**src/rtl/note_player_if.sv**
```systemverilog
// note_player_if: note/octave request and buzzer status bundle between controller and note_player.
//   note_in    4  note code from controller (1..7 = C..B, others rest)
//   octave_in  2  octave select from controller
//   mute       1  force silence
//   buzzer     1  square-wave output to the buzzer pad
//   playing    1  high while a note is sounding
//   cur_note   4  latched note being sounded, 0 otherwise
//   cur_octave 2  latched octave being sounded, 0 otherwise
interface note_player_if;
    logic [3:0] note_in;
    logic [1:0] octave_in;
    logic       mute;
    logic       buzzer;
    logic       playing;
    logic [3:0] cur_note;
    logic [1:0] cur_octave;
    modport master (output note_in, octave_in, mute, input buzzer, playing, cur_note, cur_octave);
    modport slave  (input note_in, octave_in, mute, output buzzer, playing, cur_note, cur_octave);
endinterface

```
**src/rtl/note_player.sv**
```systemverilog
// note_player: square-wave buzzer driver for note/octave codes, switching notes only at half-period boundaries.
//   clk    1  system clock
//   reset  1  synchronous, active-low
//   bus       note_player_if.slave (note_in, octave_in, mute in; buzzer, playing, cur_note, cur_octave out)
module note_player #(
    parameter int CLK_HZ     = 100_000_000,
    parameter int GAP_CYCLES = 100_000
) (
    input logic           clk,
    input logic           reset,
    note_player_if.slave  bus
);
    typedef enum logic [1:0] {S_IDLE, S_PLAY, S_GAP} state_t;
    localparam int GW = GAP_CYCLES > 1 ? $clog2(GAP_CYCLES) : 1;
    // Half-periods at the middle octave for C4..B4 (262..494 Hz)
    localparam logic [19:0] HALF_TAB [8] = '{20'd0, 20'(CLK_HZ/524), 20'(CLK_HZ/588), 20'(CLK_HZ/660),
                                             20'(CLK_HZ/698), 20'(CLK_HZ/784), 20'(CLK_HZ/880), 20'(CLK_HZ/988)};
    state_t      r_state;
    logic [19:0] r_cnt;
    logic [19:0] r_half;
    logic [GW-1:0] r_gcnt;
    logic [3:0]  r_note;
    logic [1:0]  r_oct;
    logic        r_buz;
    logic        r_play;
    logic        w_valid;
    logic        w_same;
    logic        w_bound;
    logic [19:0] w_base;
    logic [19:0] w_half;
    always_comb begin
        w_valid = bus.note_in != 4'd0 && !bus.note_in[3];
        w_same  = bus.note_in == r_note && bus.octave_in == r_oct;
        w_bound = r_cnt == r_half - 20'd1;
        w_base  = HALF_TAB[bus.note_in[2:0]];
        w_half  = bus.octave_in == 2'b00 ? {w_base[18:0], 1'b0} :
                  bus.octave_in == 2'b10 ? {1'b0, w_base[19:1]} : w_base;
    end
    always_ff @(posedge clk) begin
        if (!reset || bus.mute) begin
            r_state <= S_IDLE;
            r_cnt   <= '0;
            r_half  <= '0;
            r_gcnt  <= '0;
            r_note  <= '0;
            r_oct   <= '0;
            r_buz   <= 1'b0;
            r_play  <= 1'b0;
        end else begin
            case (r_state)
                S_IDLE: begin
                    if (w_valid) begin
                        r_state <= S_PLAY;
                        r_note  <= bus.note_in;
                        r_oct   <= bus.octave_in;
                        r_half  <= w_half;
                        r_cnt   <= '0;
                        r_buz   <= 1'b1;
                        r_play  <= 1'b1;
                    end
                end
                S_PLAY: begin
                    if (!w_bound) begin
                        r_cnt <= r_cnt + 20'd1;
                    end else begin
                        r_cnt <= '0;
                        if (w_valid && w_same) begin
                            r_buz <= ~r_buz;
                        end else if (!w_valid) begin
                            r_state <= S_IDLE;
                            r_buz   <= 1'b0;
                            r_play  <= 1'b0;
                            r_note  <= '0;
                            r_oct   <= '0;
                        end else if (GAP_CYCLES == 0) begin
                            // Continuous wave: new pitch starts on the toggled level
                            r_note <= bus.note_in;
                            r_oct  <= bus.octave_in;
                            r_half <= w_half;
                            r_buz  <= ~r_buz;
                        end else begin
                            r_state <= S_GAP;
                            r_gcnt  <= '0;
                            r_buz   <= 1'b0;
                            r_play  <= 1'b0;
                            r_note  <= '0;
                            r_oct   <= '0;
                        end
                    end
                end
                S_GAP: begin
                    if (r_gcnt != GW'(GAP_CYCLES - 1)) begin
                        r_gcnt <= r_gcnt + 1'b1;
                    end else if (w_valid) begin
                        r_state <= S_PLAY;
                        r_note  <= bus.note_in;
                        r_oct   <= bus.octave_in;
                        r_half  <= w_half;
                        r_cnt   <= '0;
                        r_buz   <= 1'b1;
                        r_play  <= 1'b1;
                    end else begin
                        r_state <= S_IDLE;
                    end
                end
                default: r_state <= S_IDLE;
            endcase
        end
    end
    assign bus.buzzer     = r_buz;
    assign bus.playing    = r_play;
    assign bus.cur_note   = r_note;
    assign bus.cur_octave = r_oct;
endmodule
```
**src/flat_wrapper.sv**
```systemverilog
// flat-port wrapper written by rule: the top's interface ports become plain ports
module note_player_flat 
#(
    parameter int CLK_HZ     = 100_000_000,
    parameter int GAP_CYCLES = 100_000
)
  (clk, reset, bus_note_in, bus_octave_in, bus_mute, bus_buzzer, bus_playing, bus_cur_note, bus_cur_octave);
  note_player_if bus_i ();
  input logic clk;
  input logic reset;
  input wire logic [$bits(bus_i.note_in)-1:0] bus_note_in;
  input wire logic [$bits(bus_i.octave_in)-1:0] bus_octave_in;
  input wire logic [$bits(bus_i.mute)-1:0] bus_mute;
  output wire logic [$bits(bus_i.buzzer)-1:0] bus_buzzer;
  output wire logic [$bits(bus_i.playing)-1:0] bus_playing;
  output wire logic [$bits(bus_i.cur_note)-1:0] bus_cur_note;
  output wire logic [$bits(bus_i.cur_octave)-1:0] bus_cur_octave;
  assign bus_i.note_in = bus_note_in;
  assign bus_i.octave_in = bus_octave_in;
  assign bus_i.mute = bus_mute;
  assign bus_buzzer = bus_i.buzzer;
  assign bus_playing = bus_i.playing;
  assign bus_cur_note = bus_i.cur_note;
  assign bus_cur_octave = bus_i.cur_octave;
  note_player #(.CLK_HZ(CLK_HZ), .GAP_CYCLES(GAP_CYCLES)) u_core (.clk(clk), .reset(reset), .bus(bus_i));
endmodule
```
**config.mk**
```make
export PLATFORM = sky130hd
export DESIGN_NAME = note_player_flat
export DESIGN_NICKNAME = d
export VERILOG_FILES = /design/src/rtl/note_player_if.sv /design/src/rtl/note_player.sv /design/src/flat_wrapper.sv
export SDC_FILE = /design/constraint.sdc
export NUM_CORES = 1
export LEC_CHECK = 0
export BUFFER_PORTS_ARGS = -buffer_cell sky130_fd_sc_hd__buf_2
export CAP_MARGIN = 40
export CORE_MARGIN = 2
export CORE_UTILIZATION = 55
export DETAILED_ROUTE_END_ITERATION = 6
export GPL_TIMING_DRIVEN = 0
export MAX_ROUTING_LAYER = met4
export PLACE_DENSITY_LB_ADDON = 0.05
export SYNTH_ARGS = -nofsm -noshare
export SYNTH_HDL_FRONTEND = slang
export SYNTH_SLANG_ARGS = --single-unit
```
**constraint.sdc**
```tcl
create_clock -name clk -period 3.89 [get_ports clk]
set_input_delay 0.9725 -clock clk [delete_from_list [all_inputs] [get_ports clk]]
set_output_delay 0.9725 -clock clk [all_outputs]
set_load 0.02 [all_outputs]
```
==> results of run 1 <==
final cells by class:
class	count	area (um2)	area share, %
Clock inverter	6	67.6	1.47
Timing Repair Buffer	14	70.1	1.52
Multi-Input combinational cell	414	2690	58.6
Sequential cell	66	1320	28.7
Tap cell	99	124	2.69
Buffer	28	156	3.40
Inverter	10	37.5	0.816
Clock buffer	10	128	2.78
worst paths after layout:
kind	to	cells past startpoint
max	u_core.r_half[14]	13
min	u_core.bus.cur_note[3]	2
max reg2reg	u_core.r_gcnt[9]	11
min reg2reg	u_core.bus.cur_note[3]	2
cells by family (layout without fill, tap and decap cells):
kind of cell | Yosys count | in the layout
AO/OA/AOI/OAI | 102 | 102
adder cells (fa/ha/maj) | 8 | 8
AND/OR/NAND/NOR | 231 | 231
flip-flops | 66 | 66
XOR/XNOR | 65 | 65
buffers and inverters | 39 | 68
multiplexers | 8 | 8
report_power, final:
part           switching (uW)  internal [uW]
clock                     278            297
sequential               17.2            687
combinational             175            113
registers in the layout, summed over array words and instances (netlist names):
register and count:
u_core.bus.playing 1, u_core.r_half 19, u_core.r_cnt 20, u_core.r_gcnt 17, u_core.r_state 2, u_core.bus.cur_octave 2
u_core.bus.cur_note 4, u_core.bus.buzzer 1
metal layers:
metal	wire, um	global-route usage [%]	vias to the layer above	share of wire (%)
met2	4840	40.7	120	47
met5	0	-	-	0
met3	560	5.15	10	5.5
li1	-	-	1891	-
met4	105	6.82	0	1.0
met1	4740	32.8	1774	46
synth_stat cells, drive strengths merged (5+ instances only):
cell type,count
nand2,37
ha,8
o21ai,14
nand2b,5
a22o,6
and3,13
nand3b,6
dfxtp,66
inv,10
nor2b,7
buf,8
nand3,19
nor3,25
a21oi,34
clkbuf,21
nand4,10
nor4,8
xnor2,38
nor2,81
mux2i,7
a211oi,22
xor2,27
through the flow:
step	power (uW)	setup TNS [ps]	util (%)	hold slack (ps)	setup slack (ps)
after floorplan	940	0	-	467	402
after global placement	1000	-2070	60.0	446	-254
after detailed placement	1000	-3620	60.0	446	-316
after CTS	1580	0	62.7	460	31.1
after global routing	1630	0	62.7	502	83.0
final	1570	0	62.7	455	267
what timing repair did:
action,in CTS,in global routing
hold buffers,0,0
resized for setup,0,1
setup endpoints to repair,0,18
critical path: stages:
cell and delay (ps):
buf_2 180, inv_1 180, ha_1 170, clkbuf_1 330
inv_1 150, nor2_1 410, or3_1 180, clkbuf_1 270
nand2b_1 270, clkbuf_1 440, nor2_1 100, a21oi_1 130
nor2_1 50
==> results.txt, run 1 <==
Area of placed instances -> 4400 um2
Post-Synthesis Cells -> 519
Crit path kind -> primary input to flip-flop
EDFF count, synth -> 0
Crit Path Max Fanout -> 13
Vias in the first global route -> 3,443
Row count -> 31
Vias -> 3,795
Root buffer cell -> clkbuf_8
Element type at the critical path end -> flip-flop
Crit Reg-Reg Startpoint -> u_core.r_half[0]
Starting density of the core -> 57.4%
PwrDens -> 341 nW/um2
Wire per inst -> 15.8 um
Mapped cell area -> 4210 um2
Tot GR Track Use -> 25.5%
Detailed Place HPWL -> 7630 um
Syn avg cell area -> 8.10 um2
Compound-cell area share of the yosys netlist -> 16.6%
FF-to-FF setup slack -> 570 ps
Drt via density -> 5.87
Post-Place Cells -> 632
Startpoint Class -> primary input
Sink Count -> 66
Ratio of cells with drive above 1 in the final layout -> 11.1%
Final setup viols -> 0
Tmin final -> 3620 ps
DRT Wirelength -> 10,200 um
Leak -> 0.00166 uW
Die area -> 8360 um2
DR iter-0 viols -> 246
Die height -> 91.4 um
Layout area overhead -> 9.34%
Fmax -> 0.276 GHz
Top_reg_cell synth -> dfxtp_1
Fillers -> 647
Commonest non-fill, non-tap cell in the layout -> nor2_1
Least-Margin Pin Slew -> 814 ps
Layout net count -> 560
Synth Area in Adders -> 2.38%
CTS tree -> built
Clock slew at reported path FFs -> 80 ps
Register area share after synthesis -> 31.4%
Die width -> 91.4 um
Core region area -> 7330 um2
Status -> finished, final reports clean
First-pass GRT wire length -> 16,900 um
Cell variety after synth -> 63
Max Slew Vio Count -> 0
Slew headroom -> 45.7%
Crit path DAT -> 3840 ps
Synth async-reset ratio -> 0%
Initial antenna violation count -> 0
Max-cap viol count -> 0
Ant diodes -> 0
H-tree Lvls -> 3
Post-Layout Cell Count -> 647
Synth Register Bits -> 66
IO Port Bufs -> 14
Maximum VDD drop -> 0.000194 V
HP Start -> u_core.bus.cur_note[3]
DRT Pass-1 Iters -> 5
RSZ-0062 raised after global routing -> false
Most area-consuming cells after synthesis -> dfxtp_1 (31%), xnor2_1 (7.9%), nor2_1 (7.2%)
Largest net degree at the start of global routing -> 13
Final Skew -> 8.08 ps
Tcrit/Tclk final -> 93.1%
Most frequent cells in the layout -> nor2_1 (81), dfxtp_1 (66), xnor2_1 (38)
Min-Delay Path Class -> flip-flop to flip-flop
Syn_nets -> 536
Biggest area consumer among synthesized cells -> dfxtp_1
Largest family of logic cells by synthesized area -> simple AND/OR/NAND/NOR gates
Post-DRT Antenna Nets -> 0
Synth Area in Simple Gates -> 29.4%
Syn. warnings -> 0
Drt drc -> 0
Mux cell area share after synthesis -> 1.93%
Worst skew pair latency -> 340 ps
CTS Buffer Depth -> 2
# IOs -> 17
Final Wtd Congestion -> 0.863
Num CTS Buffers -> 9
Worst path required time -> 4110 ps
GR Overflow Total -> 0
Cell area after layout -> 4600 um2
Post-synth top area share -> 31.4%
XOR/XNOR Fraction of Synth Area -> 13.5%
Postcts setup bufs -> 0
Hold Vio Cnt, Final -> 0
Critical path origin -> bus_note_in[0]
No activity file was read; power rests on OpenSTA's default activity.
==> run 2: changes to the inputs <==
Settings changed: CORE_UTILIZATION 55 to 45.
==> results.txt, run 2 (synthesized netlist as in run 1, its figures left out) <==
Initial antenna violation count -> 0 (unchanged)
Detailed Place HPWL -> 7910 um (+3.7%)
CP max stage cell -> o21ai_2
Largest net degree at the start of global routing -> 14 (+1)
Post-CTS sizing -> 0 (unchanged)
Fmax -> 0.278 GHz (+0.87%)
Drt via density -> 5.63 (-4.0%)
DRT Wirelength -> 10,400 um (+1.4%)
Least-Margin Pin Slew -> 810 ps (-4.58 ps)
Tcrit/Tclk final -> 92.3% (-0.80 points)
Wire per inst -> 15.8 um (-0.49%)
Slowest stage delay, CP -> 410 ps (-30 ps)
Crit Path Max Fanout -> 13 (unchanged)
DR iter-0 viols -> 124 (-50%)
# IOs -> 17 (unchanged)
Core region area -> 9150 um2 (+25%)
Crit path cell chain -> buf_2, inv_1, ha_1, clkbuf_1, inv_1, nor2_1, or3_1, clkbuf_1, o21ai_2, and4_1, and4_1, xnor2_1, nor2_1
RSZ-0062 raised after global routing -> true
Largest Register -> u_core.r_cnt
CTS tree -> built
Commonest non-fill, non-tap cell in the layout -> nor2_1
Delay-heaviest family, CP -> simple AND/OR/NAND/NOR gates
Die height -> 101 um (+10%)
PwrDens -> 346 nW/um2 (+1.5%)
Post-Place Cells -> 644 (+1.9%)
Post-Layout Cell Count -> 659 (+1.9%)
Postcts setup bufs -> 0 (unchanged)
DRT Pass-1 Iters -> 4 (-1)
Startpoint Class -> primary input
Final Wtd Congestion -> 0.888 (+2.8%)
Worst skew pair latency -> 360 ps (+20 ps)
Tmin final -> 3590 ps (-31.3 ps)
Hold Vio Cnt, Final -> 0 (unchanged)
Max Slew Vio Count -> 0 (unchanged)
Die width -> 101 um (+10%)
Final Skew -> 7.57 ps (-0.512 ps)
GR Overflow Total -> 0 (unchanged)
Setup TNS -> 0 ps (unchanged)
Slew headroom -> 46.0% (+0.31 points)
Post-layout util -> 50.4% (-12 points)
Total power -> 1600 uW (+1.8%)
Fillers -> 891 (+38%)
Element type at the critical path end -> flip-flop
Row count -> 35 (+13%)
Clock slew at reported path FFs -> 80 ps (about the same)
CTS Hold Bufs -> 0 (unchanged)
Crit path kind -> primary input to flip-flop
Crit path DAT -> 3850 ps (about the same)
Max-cap viol count -> 0 (unchanged)
Vias -> 3,710 (-2.2%)
Status -> finished, final reports clean
Flip-flop and latch area -> 1320 um2 (unchanged)
Multi-input logic area -> 2690 um2 (-0.28%)
Min-Delay Path Class -> flip-flop to flip-flop
Tot GR Track Use -> 22.7% (-2.8 points)
Area of placed instances -> 4410 um2 (+0.34%)
Layout net count -> 560 (unchanged)
Final setup viols -> 0 (unchanged)
Root buffer cell -> clkbuf_8
Num CTS Buffers -> 9 (unchanged)
Leak -> 0.00166 uW (+0.14%)
First-pass GRT wire length -> 17,800 um (+5.6%)
Die area -> 10,100 um2 (+21%)
Top Registers -> u_core.r_cnt x20, u_core.r_half x19, u_core.r_gcnt x17
Starting density of the core -> 45.9% (-11 points)
Cell area after layout -> 4610 um2 (+0.27%)
Vias in the first global route -> 3,469 (+0.76%)
Maximum VDD drop -> 0.000174 V (-10%)
H-tree Lvls -> 3 (unchanged)
Ant diodes -> 0 (unchanged)
CTS Buffer Depth -> 2 (unchanged)
Post-DRT Antenna Nets -> 0 (unchanged)
Worst path required time -> 4140 ps (+30 ps)
Layout area overhead -> 9.64%
Ratio of cells with drive above 1 in the final layout -> 11.3% (+0.18 points)
Drt drc -> 0 (unchanged)
Most frequent cells in the layout -> nor2_1 (81), dfxtp_1 (66), xnor2_1 (38)
Critical path buffers and inverters -> 5 (-1)
Sink Count -> 66 (unchanged)
IO Port Bufs -> 14 (unchanged)
Max reg flops -> 20 (unchanged)
[run 2: area by class of cell]
cell class                 count  share of cell area, %
timing repair buffer          14                   1.52
clock buffer                   9                   2.69
buffer                        28                   3.39
multi-input combinational    414                   58.3
sequential                    66                   28.7
tap                          111                   3.01
clock inverter                 7                   1.66
inverter                      10                  0.814
[run 2: metrics by stage]
step	hold WS [ps]	setup slack (ps)
after floorplan	467	402
after global routing	487	-17.1
after global placement	452	-380
after detailed placement	444	-367
final	457	299
after CTS	458	318
[run 2: metal layers]
| metal | vias up | share of wire [%] | GRT usage (%) |
|---|---|---|---|
| met5 | - | 0 | - |
| met3 | 11 | 3.4 | 3.74 |
| met2 | 54 | 46 | 36.1 |
| li1 | 1897 | - | - |
| met4 | 0 | 0.94 | 4.74 |
| met1 | 1748 | 50 | 30.4 |
[run 2: final timing paths]
kind | depth (start not counted) | end | slack [ps] | startpoint
worst max-delay path | 13 | u_core.r_cnt[17] | 300 | bus_note_in[0]
worst min-delay path | 2 | u_core.bus.cur_note[3] | 460 | u_core.bus.cur_note[3]
worst max register to register | 11 | u_core.r_gcnt[9] | 630 | u_core.r_half[0]
worst min register to register | 2 | u_core.bus.cur_note[3] | 460 | u_core.bus.cur_note[3]
[run 2: worst register-to-register path, stage by stage (launching register included)]
cell      delay (ps)
dfxtp_1          390
inv_1             80
ha_1             170
nor3b_2          530
a21oi_1          130
a211oi_1         300
o211ai_1         180
nor4_4           510
nand3_1          200
nand2_1          290
buf_2            290
nor2_1            70
[run 2: report_power, final]
group / total [uW] / switching, uW / leakage, uW / internal, uW
combinational: 286 / 173 / 0.00103 / 112
clock: 605 / 305 / 0.0000962 / 300
sequential: 704 / 17.2 / 0.000534 / 687
total: 1600 / 495 / 0.00166 / 1100
==> run 3: changes to the inputs <==
Settings changed: CORE_ASPECT_RATIO set to 0.9.
==> results.txt, run 3 (synthesized netlist as in run 1, its figures left out) <==
RSZ-0062 raised after global routing -> false
Die height -> 95.7 um (-4.9%)
Least-Margin Pin Slew -> 840 ps (+30.0 ps)
Max reg flops -> 20 (unchanged)
PwrDens -> 328 nW/um2 (-5.1%)
Tmin final -> 3530 ps (-62.3 ps)
Crit Path Max Fanout -> 13 (unchanged)
Worst setup path endpoint -> u_core.r_cnt[17]
CTS tree -> built
Wire per inst -> 16.0 um (+1.5%)
Starting density of the core -> 46.3% (+0.35 points)
Routing usage on met3 -> 5.75% (+2.0 points)
DRT Wirelength -> 10,700 um (+3.0%)
Row count -> 33 (-5.7%)
Die area -> 10,100 um2 (about the same)
Worst Reg-to-Reg Cells -> 11 (unchanged)
CTS Hold Bufs -> 0 (unchanged)
Setup WS post-layout -> 361 ps (+62.3 ps)
Maximum VDD drop -> 0.000165 V (-5.1%)
Multi-input logic area -> 2700 um2 (+0.33%)
Worst path required time -> 4130 ps (about the same)
Slew headroom -> 44.0% (-2.0 points)
Tot GR Track Use -> 23.8% (+1.2 points)
Post-DRT Antenna Nets -> 0 (unchanged)
Fmax -> 0.283 GHz (+1.8%)
Commonest non-fill, non-tap cell in the layout -> nor2_1
Leak -> 0.00166 uW (about the same)
IO Port Bufs -> 14 (unchanged)
Slowest stage delay, CP -> 370 ps (-40 ps)
Core region area -> 9080 um2 (-0.75%)
Total power -> 1510 uW (-5.2%)
Critical R2R Capture -> u_core.r_cnt[14]
Final Skew -> 10.0 ps (+2.46 ps)
Drt via density -> 5.53 (-1.8%)
Vias -> 3,698 (-0.32%)
Status -> finished, final reports clean
Die width -> 106 um (+5.2%)
Busiest grt layer -> met2
Fillers -> 946 (+6.2%)
Crit path cell chain -> buf_2, inv_1, ha_1, clkbuf_1, inv_1, nor2_1, or3_1, clkbuf_1, o21ai_4, and4_1, and4_1, xnor2_1, nor2_1
H-tree Lvls -> 3 (unchanged)
Min-Delay Path Class -> flip-flop to flip-flop
Ratio of cells with drive above 1 in the final layout -> 11.2% (-0.16 points)
# IOs -> 17 (unchanged)
Detailed Place HPWL -> 8020 um (+1.4%)
Place WS -> -427 ps (-60.2 ps)
Max Slew Vio Count -> 0 (unchanged)
CP max stage cell -> and4_1
Max-cap viol count -> 0 (unchanged)
GR Overflow Total -> 0 (unchanged)
Most frequent cells in the layout -> nor2_1 (81), dfxtp_1 (66), xnor2_1 (38)
CP Depth -> 13 (unchanged)
Critical path origin -> bus_note_in[0]
Top Registers -> u_core.r_cnt x20, u_core.r_half x19, u_core.r_gcnt x17
GR Util met1 -> 31.6% (+1.2 points)
Hold Vio Cnt, Final -> 0 (unchanged)
FF-to-FF setup slack -> 600 ps (-30 ps)
CTS Buffer Depth -> 2 (unchanged)
Flip-flop and latch area -> 1320 um2 (unchanged)
WHS -> 448 ps (-8.94 ps)
Num CTS Buffers -> 9 (unchanged)
Root buffer cell -> clkbuf_8
Tcrit/Tclk final -> 90.7% (-1.6 points)
Drt drc -> 0 (unchanged)
Crit Reg-Reg Startpoint -> u_core.r_half[0]
Met2 Usage GRT -> 36.9% (+0.83 points)
Crit path DAT -> 3770 ps (-80 ps)
Delay-heaviest family, CP -> simple AND/OR/NAND/NOR gates
Critical path buffers and inverters -> 5 (unchanged)
Vias in the first global route -> 3,586 (+3.4%)
Startpoint Class -> primary input
Element type at the critical path end -> flip-flop
Largest net degree at the start of global routing -> 11 (-3)
Clock slew at reported path FFs -> 70 ps (about the same)
Final Wtd Congestion -> 0.911 (+2.6%)
Final setup viols -> 0 (unchanged)
Sink Count -> 66 (unchanged)
Layout net count -> 560 (unchanged)
DR iter-0 viols -> 204 (+65%)
Crit path kind -> primary input to flip-flop
Worst skew pair latency -> 350 ps (about the same)
Initial antenna violation count -> 0 (unchanged)
First-pass GRT wire length -> 18,400 um (+3.1%)
Ant diodes -> 0 (unchanged)
Layout area overhead -> 9.49%
HP Start -> u_core.bus.cur_note[3]
Largest Register -> u_core.r_cnt
DRT Pass-1 Iters -> 4 (unchanged)
-- run 3: cell count changes in the layout (fill, tap and decap cells not counted), sizes merged --
cell,change
inv,-2
clkbuf,+3
clkinvlp,-2
clkinv,+1
bufinv,-1
-- run 3: cell type report --
cell class | instances | share of cell area [%]
clock inverter | 3 | 0.326
inverter | 10 | 0.815
multi-input combinational | 414 | 58.5
tap | 122 | 3.32
clock buffer | 12 | 3.37
timing repair buffer | 14 | 1.52
buffer | 28 | 3.42
sequential | 66 | 28.7
-- run 3: repair_timing --
action,4_1_cts,5_1_grt
gates resized for setup,1,3
endpoints found under the hold margin,0,0
pin swaps,0,0
setup endpoints to repair,3,29
cloned,0,0
setup buffers,0,0
-- run 3: power by group --
part | total (uW) | internal, uW | switching, uW
combinational | 292 | 114 | 178
clock | 515 | 259 | 256
sequential | 705 | 688 | 16.7
-- run 3: metrics by stage --
| stage | cell area, um2 | instances | TNS (ps) | utilization (%) |
|---|---|---|---|---|
| after floorplan | 4210 | 519 | 0 | - |
| after global placement | 4430 | 655 | -5500 | 48.7 |
| after detailed placement | 4430 | 655 | -7030 | 48.7 |
| after CTS | 4610 | 670 | 0 | 50.7 |
| after global routing | 4600 | 669 | 0 | 50.7 |
| final | 4600 | 669 | 0 | 50.7 |
-- run 3: worst reg2reg max path, stage by stage, from the launching register on --
cell and delay (ps):
dfxtp_1 390, inv_1 90, ha_1 170, nor3b_2 530
a21oi_1 130, a211oi_1 340, o211ai_1 190, nor4_4 500
nand2_4 160, o211ai_4 380, buf_4 250, nor2_1 60
-- run 3: how the worst min path moves through the flow --
stage / to / slack, ps / cells past startpoint
2_1_floorplan: u_core.r_half[18] / 470 / 2
3_3_place_gp: u_core.bus.cur_note[3] / 440 / 2
3_5_place_dp: u_core.bus.cur_note[3] / 440 / 2
4_1_cts: u_core.bus.cur_note[3] / 460 / 2
5_1_grt: u_core.bus.cur_note[3] / 480 / 2
6_report: u_core.bus.cur_note[3] / 450 / 2
-- run 3: metal layers --
metal,routed length [um],share of wire [%]
met5,0,0
met4,74,0.69
met3,372,3.5
met2,4790,45
met1,5460,51
